[config.mk]
export PLATFORM = sky130hd
export DESIGN_NAME = fp_min_scanner_flat
export DESIGN_NICKNAME = d
export VERILOG_FILES = /design/src/rtl/fp_min_scanner_if.sv /design/src/rtl/fp_min_scanner.sv /design/src/flat_wrapper.sv
export SDC_FILE = /design/constraint.sdc
export NUM_CORES = 1
export LEC_CHECK = 0
export BUFFER_PORTS_ARGS = -buffer_cell sky130_fd_sc_hd__buf_2
export CAP_MARGIN = 20
export CORE_MARGIN = 8
export CORE_UTILIZATION = 50
export CTS_CLUSTER_SIZE = 20
export DETAILED_ROUTE_END_ITERATION = 10
export MAX_ROUTING_LAYER = met4
export PLACE_DENSITY = 0.73
export SYNTH_ARGS = -nofsm -noshare
export SYNTH_HDL_FRONTEND = slang
export SYNTH_SLANG_ARGS = --single-unit
[constraint.sdc]
create_clock -name clk -period 3.1 [get_ports clk]
set_input_delay 0.62 -clock clk [delete_from_list [all_inputs] [get_ports clk]]
set_output_delay 0.62 -clock clk [all_outputs]
set_load 0.05 [all_outputs]
[src/rtl/fp_min_scanner_if.sv]
// Request/read/result bundle for fp_min_scanner.
// The scanner drives the slave modport; the requester and the distance memory use master.
interface fp_min_scanner_if #(
    parameter int unsigned ADDR_W = 4
);
    logic              start;
    logic              rd_en;
    logic [ADDR_W-1:0] rd_addr;
    logic [31:0]       rd_data;
    logic              rd_visited;
    logic              busy;
    logic              done;
    logic              found;
    logic [ADDR_W-1:0] min_idx;
    logic [31:0]       min_val;

    modport master (
        output start, rd_data, rd_visited,
        input  rd_en, rd_addr, busy, done, found, min_idx, min_val
    );

    modport slave (
        input  start, rd_data, rd_visited,
        output rd_en, rd_addr, busy, done, found, min_idx, min_val
    );
endinterface

[src/rtl/fp_min_scanner.sv]
// Sequential minimum search over N_NODES IEEE-754 single distances, skipping visited entries.
// Optional macro FP_MIN_NAN_FILTER_EN also makes NaN entries ineligible.
module fp_comparator (
    input  logic [31:0] i_a,
    input  logic [31:0] i_b,
    output logic        o_lt
);
    // Strict a < b on raw encodings; -0 sorts below +0, equal values are not less.
    always_comb begin
        o_lt = 1'b0;
        if (i_a[31] != i_b[31])
            o_lt = i_a[31];
        else if (i_a[31])
            o_lt = (i_a[30:0] > i_b[30:0]);
        else
            o_lt = (i_a[30:0] < i_b[30:0]);
    end
endmodule

module fp_min_scanner #(
    parameter int unsigned N_NODES = 16,
    parameter int unsigned ADDR_W  = 4
) (
    input  logic            clk,
    input  logic            rst,
    fp_min_scanner_if.slave bus
);
    localparam logic [31:0]     C_POS_INF = 32'h7F80_0000;
    localparam logic [ADDR_W:0] C_N       = N_NODES[ADDR_W:0];

    typedef enum logic [1:0] {
        ST_IDLE,
        ST_SCAN,
        ST_DRAIN,
        ST_DONE
    } state_t;

    state_t            r_state;
    logic [ADDR_W:0]   r_cnt;
    logic              r_rd_en;
    logic [ADDR_W-1:0] r_rd_addr;
    logic              r_pend;
    logic [ADDR_W-1:0] r_pend_idx;
    logic              r_min_vld;
    logic [31:0]       r_run_val;
    logic [ADDR_W-1:0] r_run_idx;
    logic              r_busy;
    logic              r_done;
    logic              r_found;
    logic [ADDR_W-1:0] r_min_idx;
    logic [31:0]       r_min_val;

    logic              w_lt;
    logic              w_elig;
    logic              w_take;
    logic              w_nxt_vld;
    logic [31:0]       w_nxt_val;
    logic [ADDR_W-1:0] w_nxt_idx;

    fp_comparator u_cmp (
        .i_a  (bus.rd_data),
        .i_b  (r_run_val),
        .o_lt (w_lt)
    );

`ifdef FP_MIN_NAN_FILTER_EN
    assign w_elig = !bus.rd_visited &&
                    !((bus.rd_data[30:23] == 8'hFF) && (bus.rd_data[22:0] != '0));
`else
    assign w_elig = !bus.rd_visited;
`endif

    // r_pend marks the cycle a read issued one cycle earlier returns its data.
    assign w_take    = r_pend && w_elig && (!r_min_vld || w_lt);
    assign w_nxt_vld = r_min_vld || w_take;
    assign w_nxt_val = w_take ? bus.rd_data : r_run_val;
    assign w_nxt_idx = w_take ? r_pend_idx  : r_run_idx;

    // The first SCAN cycle only loads the address register, so the rd_en strobe
    // trails the state by one cycle and the last read returns during DRAIN.
    always_ff @(posedge clk or posedge rst) begin
        if (rst) begin
            r_state    <= ST_IDLE;
            r_cnt      <= '0;
            r_rd_en    <= 1'b0;
            r_rd_addr  <= '0;
            r_pend     <= 1'b0;
            r_pend_idx <= '0;
            r_min_vld  <= 1'b0;
            r_run_val  <= C_POS_INF;
            r_run_idx  <= '0;
            r_busy     <= 1'b0;
            r_done     <= 1'b0;
            r_found    <= 1'b0;
            r_min_idx  <= '0;
            r_min_val  <= C_POS_INF;
        end else begin
            r_pend     <= r_rd_en;
            r_pend_idx <= r_rd_addr;
            if (w_take) begin
                r_min_vld <= 1'b1;
                r_run_val <= bus.rd_data;
                r_run_idx <= r_pend_idx;
            end

            case (r_state)
                ST_IDLE: begin
                    r_done <= 1'b0;
                    if (bus.start) begin
                        r_state   <= ST_SCAN;
                        r_cnt     <= '0;
                        r_busy    <= 1'b1;
                        r_min_vld <= 1'b0;
                    end
                end
                ST_SCAN: begin
                    if (r_cnt < C_N) begin
                        r_rd_en   <= 1'b1;
                        r_rd_addr <= r_cnt[ADDR_W-1:0];
                        r_cnt     <= r_cnt + 1'b1;
                    end else begin
                        r_rd_en   <= 1'b0;
                        r_rd_addr <= '0;
                        r_state   <= ST_DRAIN;
                    end
                end
                ST_DRAIN: begin
                    r_state   <= ST_DONE;
                    r_busy    <= 1'b0;
                    r_done    <= 1'b1;
                    r_found   <= w_nxt_vld;
                    r_min_idx <= w_nxt_vld ? w_nxt_idx : '0;
                    r_min_val <= w_nxt_vld ? w_nxt_val : C_POS_INF;
                end
                ST_DONE: begin
                    r_done  <= 1'b0;
                    r_state <= ST_IDLE;
                end
                default: begin
                    r_state <= ST_IDLE;
                end
            endcase
        end
    end

    assign bus.rd_en   = r_rd_en;
    assign bus.rd_addr = r_rd_addr;
    assign bus.busy    = r_busy;
    assign bus.done    = r_done;
    assign bus.found   = r_found;
    assign bus.min_idx = r_min_idx;
    assign bus.min_val = r_min_val;
endmodule

[src/flat_wrapper.sv]
// flat-port wrapper written by rule: the top's interface ports become plain ports
module fp_min_scanner_flat 
#(
    parameter int unsigned N_NODES = 16,
    parameter int unsigned ADDR_W  = 4
)
  (clk, rst, bus_start, bus_rd_data, bus_rd_visited, bus_rd_en, bus_rd_addr, bus_busy, bus_done, bus_found, bus_min_idx, bus_min_val);
  fp_min_scanner_if #(.ADDR_W(ADDR_W)) bus_i ();
  input  logic clk;
  input  logic rst;
  input wire logic [$bits(bus_i.start)-1:0] bus_start;
  input wire logic [$bits(bus_i.rd_data)-1:0] bus_rd_data;
  input wire logic [$bits(bus_i.rd_visited)-1:0] bus_rd_visited;
  output wire logic [$bits(bus_i.rd_en)-1:0] bus_rd_en;
  output wire logic [$bits(bus_i.rd_addr)-1:0] bus_rd_addr;
  output wire logic [$bits(bus_i.busy)-1:0] bus_busy;
  output wire logic [$bits(bus_i.done)-1:0] bus_done;
  output wire logic [$bits(bus_i.found)-1:0] bus_found;
  output wire logic [$bits(bus_i.min_idx)-1:0] bus_min_idx;
  output wire logic [$bits(bus_i.min_val)-1:0] bus_min_val;
  assign bus_i.start = bus_start;
  assign bus_i.rd_data = bus_rd_data;
  assign bus_i.rd_visited = bus_rd_visited;
  assign bus_rd_en = bus_i.rd_en;
  assign bus_rd_addr = bus_i.rd_addr;
  assign bus_busy = bus_i.busy;
  assign bus_done = bus_i.done;
  assign bus_found = bus_i.found;
  assign bus_min_idx = bus_i.min_idx;
  assign bus_min_val = bus_i.min_val;
  fp_min_scanner #(.N_NODES(N_NODES), .ADDR_W(ADDR_W)) u_core (.clk(clk), .rst(rst), .bus(bus_i));
endmodule
# Yosys cells after proc, flatten, opt, wreduce, memory -nomap -nowiden
# Index checks and enable logic that the tools add are counted.
[op_classes]
add_sub_neg = 1
n_mul = 0
n_div = 0
n_lt_le_gt_ge = 3
eq_ne = 7
n_shift = 0
mux = 20
bitwise_logic = 0
n_reduce_logical = 14
[ops]
columns = ["operator", "count"]
rows = [
  ["32-bit 2-to-1 mux", 2],
  ["31-bit greater-than comparator", 1],
  ["31-bit less-than comparator", 1],
  ["4-bit 2-to-1 mux", 3],
  ["5-bit 2-to-1 mux", 2],
  ["5-bit one-hot mux with 2 select lines", 1],
  ["2-bit one-hot mux with 4 select lines", 1],
  ["1-bit 2-to-1 mux", 7],
  ["2-bit nonzero test", 3],
  ["5-bit by 1-bit adder with 5-bit output, second input constant", 1],
  ["5-bit less-than comparator, second input constant", 1],
  ["2-bit == test, second input constant", 2],
  ["2-bit 2-to-1 mux", 2],
  ["2-bit != test, second input constant", 2],
  ["1-bit one-hot mux with 2 select lines", 2],
  ["2-bit AND reduction", 2],
  ["3-bit AND reduction", 1],
  ["2-bit by 1-bit == test with 1-bit output, second input constant", 1],
  ["1-bit logical AND", 2],
  ["1-bit logical NOT", 2],
  ["2-bit logical NOT", 1],
  ["1-bit logical OR", 2],
  ["2-bit by 1-bit != test with 1-bit output, second input constant", 1],
  ["2-bit OR reduction", 1],
  ["1-bit != test", 1],
]
[word_totals]
ff_bits = 93
latchBits = 0
ram_bits = 0
rom_bits = 0
inputBits = 36
output_inout_bits = 44
wordCells = 59
memories = 0

# Depth between registers and ports, before layout
# Gate-level depths: netlist of run 1.
[depth]
word_depth = 8
mapped_depth = 11
mapped_depth_nobuf = 9

# Hierarchy
# A second synthesis of run 1 with hierarchy kept.
[hier_totals]
hier_cells = 353
hier_area_um2 = 4433.0
[by_module_without_submodules]
columns = ["mod", "instances", "cells_each", "area_per_inst_um2", "seq_area_each_um2"]
rows = [
  ["fp_min_scanner", 1, 236, 3603.5, 2347.3],
  ["fp_comparator", 1, 117, 829.5, 0.0],
]

# Worst setup path before layout of run 1
# No wires, ideal clock.
[synth_path]
path_kind = "input port to flip-flop"
startpoint = "in bus_rd_data[2]"
endpoint = "reg u_core.r_min_idx[0], in the netlist u_core.bus.min_idx[0]"
setup_ps = 126
arrival_ps = 2692
required_time_ps = 2974
path_slack_ps = 281
stages = 10
n_path_buf = 2
path_cell_list = "ha_1 > a21oi_1 > a21oi_1 > o31a_1 > o21a_1 > o21ba_1 > o311a_1 > buf_6 > buf_6 > a221o_1"
[synth_via]
elab_chain_len = 7
word_cells_on_any_way = 9
classes_between = "order compare (2); mux (4); reduce/logical (3)"
[synth_lines]
columns = ["item", "line_no", "text"]
rows = [
  ["start: declaration", "flat_wrapper.sv:12", "input wire logic [$bits(bus_i.rd_data)-1:0] bus_rd_data;"],
  ["31-bit less-than comparator / 31-bit greater-than comparator (equally long branches)", "fp_min_scanner.sv:16, fp_min_scanner.sv:14", ""],
  ["1-bit 2-to-1 mux *", "fp_min_scanner.sv:13", "else if (i_a[31])"],
  ["1-bit 2-to-1 mux *", "fp_min_scanner.sv:11", "if (i_a[31] != i_b[31])"],
  ["1-bit logical OR *", "fp_min_scanner.sv:74", "assign w_take = r_pend && w_elig && (!r_min_vld || w_lt);"],
  ["1-bit logical AND *", "fp_min_scanner.sv:74", ""],
  ["4-bit 2-to-1 mux / 1-bit logical OR (equally long branches)", "fp_min_scanner.sv:77, fp_min_scanner.sv:75", ""],
  ["4-bit 2-to-1 mux *", "fp_min_scanner.sv:132", "r_min_idx <= w_nxt_vld ? w_nxt_idx : '0;"],
  ["end signal: assignment", "fp_min_scanner.sv:132", ""],
  ["end: declaration", "fp_min_scanner.sv:50", "logic [ADDR_W-1:0] r_min_idx;"],
]
# Every way passes the cells marked *; elsewhere a longest branch is shown, timed or not.
# A chain may end at the register's enable or synchronous reset.

# Worst setup path after layout of run 1
[layout_path]
startpoint = "reg u_core.r_run_val[29]"
endpoint = "reg u_core.r_min_idx[1], in the netlist u_core.bus.min_idx[1]"
[layout_via]
elab_chain_len = 7
word_cells_on_any_way = 9
classes_between = "order compare (2); mux (4); reduce/logical (3)"
[layout_lines]
columns = ["item", "line_no", "text"]
rows = [
  ["start: declaration", "fp_min_scanner.sv:45", "logic [31:0] r_run_val;"],
  ["start signal: assignment", "fp_min_scanner.sv:102", "r_run_val <= bus.rd_data;"],
  ["31-bit less-than comparator / 31-bit greater-than comparator (equally long branches)", "fp_min_scanner.sv:16, fp_min_scanner.sv:14", ""],
  ["1-bit 2-to-1 mux *", "fp_min_scanner.sv:13", ""],
  ["1-bit 2-to-1 mux *", "fp_min_scanner.sv:11", ""],
  ["1-bit logical OR *", "fp_min_scanner.sv:74", ""],
  ["1-bit logical AND *", "fp_min_scanner.sv:74", ""],
  ["4-bit 2-to-1 mux / 1-bit logical OR (equally long branches)", "fp_min_scanner.sv:77, fp_min_scanner.sv:75", ""],
  ["4-bit 2-to-1 mux *", "fp_min_scanner.sv:132", ""],
]
# Marks and branches as above.

==> results of run 1 <==
-- kinds of logic after synthesis --
| kind of cell | share of synthesized area |
|---|---|
| and+or+nand+nor | 0.234 |
| AOI/OAI and AO/OA | 0.249 |
| buffers and inverters | 0.0739 |
| DFF | 0.367 |
| adders and majority gates | 0.0704 |
| muxes | 0.00528 |
-- layer usage --
layer,track usage,vias to the layer above,wire [um]
met1,0.296,3094,8610
met4,0.104,0,322
li1,-,2907,-
met3,0.0394,33,1230
met2,0.370,252,9060
met5,-,-,0
-- per-stage QoR --
stage | setup TNS, ns | hold slack, ns | area (um2) | instances
floorplan | 0 | 0.484 | 6400 | 739
CTS | 0 | 0.339 | 7410 | 982
finish | 0 | 0.321 | 7450 | 985
detailed placement | -0.114 | 0.391 | 7100 | 966
global route | 0 | 0.368 | 7450 | 985
global placement | 0 | 0.394 | 7100 | 966
-- final timing paths --
path / from / endpoint / slack (ns) / cells after the start
setup / recovery: u_core.r_run_val[29] / u_core.bus.min_idx[1] / 0.15 / 10
hold / removal: rst / u_core.r_state[0] / 0.32 / 2
setup reg to reg: u_core.r_run_val[29] / u_core.bus.min_idx[1] / 0.15 / 10
hold reg to reg: u_core.bus.rd_addr[1] / u_core.r_pend_idx[1] / 0.40 / 0
max in group asynchronous: rst / u_core.r_pend_idx[2] / 2.14 / 3
min in group clk: u_core.bus.rd_addr[1] / u_core.r_pend_idx[1] / 0.40 / 0
-- synthesized netlist by cell type, types with 2 or more instances --
library cell / count / area, um2
a21o_1: 2 / 15.0
a21oi_1: 73 / 365
a221o_1: 27 / 270
a221oi_1: 35 / 307
a221oi_2: 2 / 30.0
and2_1: 37 / 231
and3_1: 34 / 213
buf_1: 3 / 11.3
buf_2: 3 / 15.0
buf_6: 7 / 78.8
clkbuf_1: 53 / 199
dfrtp_1: 77 / 1930
dfstp_2: 16 / 420
ha_1: 36 / 450
inv_1: 45 / 169
mux2_2: 3 / 33.8
nand2_1: 21 / 78.8
nand2b_1: 2 / 12.5
nand3_1: 82 / 410
nand3b_1: 2 / 15.0
nand4_1: 8 / 50.1
nor2_1: 37 / 139
nor2b_1: 3 / 18.8
nor3_1: 4 / 20.0
nor3b_1: 34 / 255
o21a_1: 2 / 15.0
o21ai_0: 52 / 260
o21ai_1: 3 / 15.0
o221a_2: 8 / 90.1
o2bb2ai_1: 3 / 26.3
o311ai_0: 8 / 70.1
-- power by group through the flow --
stage | sequential (uW) | clock [uW] | combinational [uW]
2_1_floorplan | 3270 | 0 | 3110
3_3_place_gp | 2480 | 0 | 5070
3_5_place_dp | 2510 | 0 | 5250
4_1_cts | 2500 | 1180 | 5270
5_1_grt | 2510 | 1230 | 5890
6_report | 2440 | 1170 | 5430
-- flip-flops by register name (all words and copies together), names as in the netlist --
signal              flops
u_core.bus.min_idx      4
u_core.bus.rd_addr      4
u_core.r_run_val       32
u_core.bus.min_val     32
u_core.r_state          2
u_core.r_pend_idx       4
u_core.bus.rd_en        1
u_core.r_pend           1
u_core.r_cnt            5
u_core.bus.done         1
u_core.r_min_vld        1
u_core.bus.found        1
u_core.bus.busy         1
u_core.r_run_idx        4
-- cells in the final DEF (no fill, tap or decap), types with 2 or more instances in the layout --
master and n:
a21o_1 2, a21oi_1 73, a221o_1 27, a221oi_1 35, a221oi_2 2, and2_1 37
and3_1 34, buf_12 6, buf_2 79, buf_4 38, clkbuf_16 9, dfrtp_1 76
dfstp_2 16, ha_1 35, inv_1 44, inv_6 2, mux2_2 3, nand2_1 21
nand3_1 82, nand3b_1 2, nand4_1 8, nor2_1 37, nor2b_1 2, nor3_1 4
nor3b_1 34, o21a_1 2, o21ai_0 52, o21ai_1 3, o221a_2 8, o2bb2ai_1 3
o311ai_0 8
-- area by class of cell --
| class | instances | area, um2 |
|---|---|---|
| clock inverter | 6 | 68.8 |
| timing repair buffer | 124 | 812 |
| multi-input combinational | 535 | 3590 |
| inverter | 45 | 171 |
| fill | 1106 | 5120 |
| sequential | 93 | 2350 |
| tap | 172 | 215 |
| clock buffer | 10 | 239 |
-- critical path, cell delays in order (launching register included) --
cell      delay (ns)
dfstp_2         0.56
inv_1           0.06
ha_1            0.31
nand4_1         0.21
nor3_1          0.10
a221oi_2        0.27
o21ai_1         0.13
o21ba_1         0.24
o311a_1         0.39
buf_4           0.20
a221o_1         0.36
-- repair_timing --
action | in CTS | in global routing
setup buffers | 0 | 2
hold buffers | 0 | 0
setup endpoints to repair | 0 | 25
resized for setup | 0 | 1
==> summary.txt, run 1 <==
Floorplan
  – Die X: 129 um
  – I/O pin cnt: 80
  – Std-Cell Rows: 41
  – Chip height: 129 um
  – Core Footprint: 0.0126 mm2
  – Die area: 0.0167 mm2
  – Starting Density: 0.509

STA
  – Worst-Margin Slew: 0.557 ns
  – RSZ-0062 raised after global routing: no
  – Tmin final: 2.95 ns
  – Worst Skew: 0.00827 ns
  – Tcrit/Tclk final: 0.953
  – Max-slew violations: 0
  – Slew margin rel.: 0.629
  – Setup WS post-layout: 0.147 ns
  – Top achievable clock speed: 339 MHz
  – Final hold vios: 0
  – Final setup violation count: 0

Status
  – Status: finished, final reports clean

Clock tree
  – TritonCTS clock tree: built
  – Inserted Clock Buffers: 9
  – Later-pin clock latency in the skew report: 0.36 ns
  – Root Driver: clkbuf_16
  – Clock buffer depth: 2
  – Clk sink count: 93
  – H-tree Lvls: 3
  – Reg clk slew, reported paths: 0.07 ns

Detailed routing
  – ANT nets after route: 0
  – Initial DRT Pass Iterations: 5
  – Drc violations: 0
  – Via density: 6.38
  – Wire per inst: 19.5 um
  – Vias: 6,286
  – Iter 0 DRT Violations: 812
  – Post-Route WL: 19.2 mm

Synth
  – YS warnings: 0
  – Area of the mapped netlist: 0.00640 mm2
  – Main synth FF type: dfrtp_1
  – Number of synthesized flops with an enable pin: 0
  – Ys async rst share: 1.00
  – Avg Cell Area, Syn: 8.66 um2
  – Seq/Total Area, Yosys: 0.367
  – Syn_nets: 811
  – Register bit total from synthesis: 93
  – Syn Inst Count: 739
  – Yosys cell types: 48

Pwr
  – Tot Pwr: 9040 uW
  – Max rail drop VDD: 0.803 mV
  – PwrDens: 1210 mW/mm2
  – Leak: 0.00335 uW
  – P_sw: 4520 uW
  – Comb pwr share: 0.601
  – Part of the power in registers: 0.270
  – Pint: 4520 uW
  – Clock Power Share: 0.129
  – Sw Ratio: 0.500

Global routing
  – GRT overflow: 0
  – Initial antenna violation count: 0
  – Global-route usage over all layers: 0.237
  – Largest net degree at the start of global routing: 79
  – Number of global-route vias before repair: 6,384
  – First-pass GRT wire length: 30.9 mm

Critical path
  – Worst setup EP type: register
  – Crit Path Category: reg -> reg
  – Required @ worst endpoint: 3.33 ns
  – Critical Path Start Type: register
  – CP Data Arrival Time: 3.19 ns
  – Critical Path Fanout Max: 10

Min path
  – Hold WC Path Type: in -> async

Placement
  – Worst slack at placement: -0.0153 ns
  – Number of I/O port buffers: 79
  – Placer congestion estimate: 0.847
  – Detailed Place HPWL: 12.4 mm

Finish
  – Area delta synth->final: 16.4%
  – Final Core Density: 0.593
  – Layout cells sized above 1: 0.220
  – Number of diodes: 0
  – Nets: 880

Flow run
  – Max Cap Violations: 0
No activity file was read; power rests on OpenSTA's default activity.
==> run 2: changes to the inputs <==
--- a/config.mk
+++ b/config.mk
@@ -7,6 +7,7 @@
 export LEC_CHECK = 0
 export BUFFER_PORTS_ARGS = -buffer_cell sky130_fd_sc_hd__buf_2
 export CAP_MARGIN = 20
+export CORE_ASPECT_RATIO = 1.25
 export CORE_MARGIN = 8
 export CORE_UTILIZATION = 50
 export CTS_CLUSTER_SIZE = 20
==> run 2 against run 1 <==
- power is 0.54% higher
- final cell count is 1.8% higher
- first-iteration DRC count is 33% lower
- register-to-register slack worse by 0.06 ns
- sequential power is 2% lower
- core utilization is 1.0 points higher
- highest routed layer unchanged
- fmax is 2.1% lower
- worst setup slack worse by 0.062 ns
- clock skew is 0.0017 ns higher
==> summary.txt, run 2 (synthesized netlist as in run 1, its figures left out) <==
Clock tree
  – TritonCTS clock tree: built
  – Root Driver: clkbuf_16
  – Inserted Clock Buffers: 9
  – Reg clk slew, reported paths: 0.08 ns
  – H-tree Lvls: 3
  – CTS Hold Buffers Added: 0
  – Later-pin clock latency in the skew report: 0.35 ns
  – Clock buffer depth: 2
  – Clk sink count: 93

Finish
  – Number of diodes: 0
  – Design area: 0.00760 mm2
  – Layout fillers: 1,086
  – Area delta synth->final: 18.7%
  – Commonest non-fill, non-tap cell in the layout: nand3_1
  – Nets: 902
  – Most frequent cells in the layout: nand3_1, buf_2, dfrtp_1
  – Layout cells sized above 1: 0.244

Global routing
  – Global-route usage over all layers: 0.251
  – Initial antenna violation count: 0
  – Number of global-route vias before repair: 6,830
  – Largest net degree at the start of global routing: 55
  – GRT overflow: 0
  – First-pass GRT wire length: 33.0 mm

Pwr
  – Max rail drop VDD: 0.958 mV
  – Tot Pwr: 9080 uW
  – PwrDens: 1200 mW/mm2
  – Leak: 0.00343 uW

Min path
  – Hold WC Path Type: in -> async

Status
  – Status: finished, final reports clean

Floorplan
  – Core Footprint: 0.0126 mm2
  – Std-Cell Rows: 46
  – I/O pin cnt: 80
  – Chip height: 142 um
  – Starting Density: 0.508
  – Die X: 117 um
  – Die area: 0.0167 mm2

Critical path
  – Critical Path Fanout Max: 11
  – R2R Path Start: u_core.r_run_val[29]
  – Required @ worst endpoint: 3.34 ns
  – Worst reg2reg setup slack: 0.08 ns
  – Crit Path Category: reg -> reg
  – Critical Path Start Type: register
  – Worst Setup SP: u_core.r_run_val[29]
  – CP Data Arrival Time: 3.25 ns
  – Worst setup EP type: register

STA
  – Slew margin rel.: 0.480
  – Final setup violation count: 0
  – Tcrit/Tclk final: 0.973
  – Tmin final: 3.02 ns
  – Worst-Margin Slew: 0.780 ns
  – RSZ-0062 raised after global routing: no
  – Worst Skew: 0.00993 ns
  – Final hold vios: 0
  – Top achievable clock speed: 332 MHz
  – Max-slew violations: 0

Detailed routing
  – Initial DRT Pass Iterations: 5
  – Vias: 6,446
  – Iter 0 DRT Violations: 543
  – Wire per inst: 19.7 um
  – Drc violations: 0
  – ANT nets after route: 0
  – Via density: 6.43
  – Post-Route WL: 19.7 mm

Placement
  – Number of I/O port buffers: 79
  – Post-DP Area: 0.00724 mm2
  – Detailed Place HPWL: 13.4 mm
  – Placer congestion estimate: 0.906

Flow run
  – Max Cap Violations: 0
[run 2: path summary, 6_finish.rpt]
path / end / cells after the start
min in group clk: u_core.r_pend_idx[1] / 0
max in group asynchronous: u_core.bus.min_val[23] / 3
worst min register to register: u_core.r_pend_idx[1] / 0
worst max register to register: u_core.bus.min_val[6] / 10
worst max-delay path: u_core.bus.min_val[6] / 10
worst min-delay path: u_core.bus.done / 2
[run 2: layout make-up]
class | count | area (um2) | share of cell area
Multi-Input combinational cell | 535 | 3610 | 0.475
Timing Repair Buffer | 146 | 961 | 0.127
Inverter | 45 | 170 | 0.0224
Clock buffer | 9 | 225 | 0.0296
Clock inverter | 7 | 71.3 | 0.00939
Sequential cell | 93 | 2350 | 0.309
Tap cell | 168 | 210 | 0.0277
[run 2: what timing repair did]
item	in CTS	in global routing
setup endpoints to repair	18	35
setup buffers	3	1
pin swaps	1	2
hold endpoints to repair	0	0
resized for setup	0	3
[run 2: report_power, final]
| group | internal [uW] | total, uW | switching, uW |
|---|---|---|---|
| clock network | 566 | 1120 | 554 |
| logic | 2000 | 5570 | 3570 |
| registers | 1910 | 2390 | 479 |
[run 2: layer usage]
metal,GRT usage,wire length (um)
met4,0.109,381
met5,-,0
met2,0.410,9950
met1,0.298,8140
met3,0.0365,1270
[run 2: per-stage QoR]
stage	setup TNS, ns	std cells	utilization	worst slack, ns	hold slack (ns)
5_1_grt	0	1003	0.603	0.00144	0.420
4_1_cts	0	1002	0.601	0.0693	0.407
3_3_place_gp	-2.84	983	0.574	-0.138	0.395
2_1_floorplan	0	739	-	0.0862	0.484
3_5_place_dp	-4.45	983	0.574	-0.211	0.388
6_report	0	1003	0.603	0.0847	0.384
[run 2: critical path, cell delays in order, from the launching register on]
cell	delay [ns]
dfstp_2	0.56
inv_1	0.06
ha_1	0.30
a21oi_1	0.15
nand2_1	0.11
a221oi_2	0.32
o21ai_1	0.14
o21ba_2	0.30
o311a_4	0.40
buf_4	0.19
a221o_1	0.36
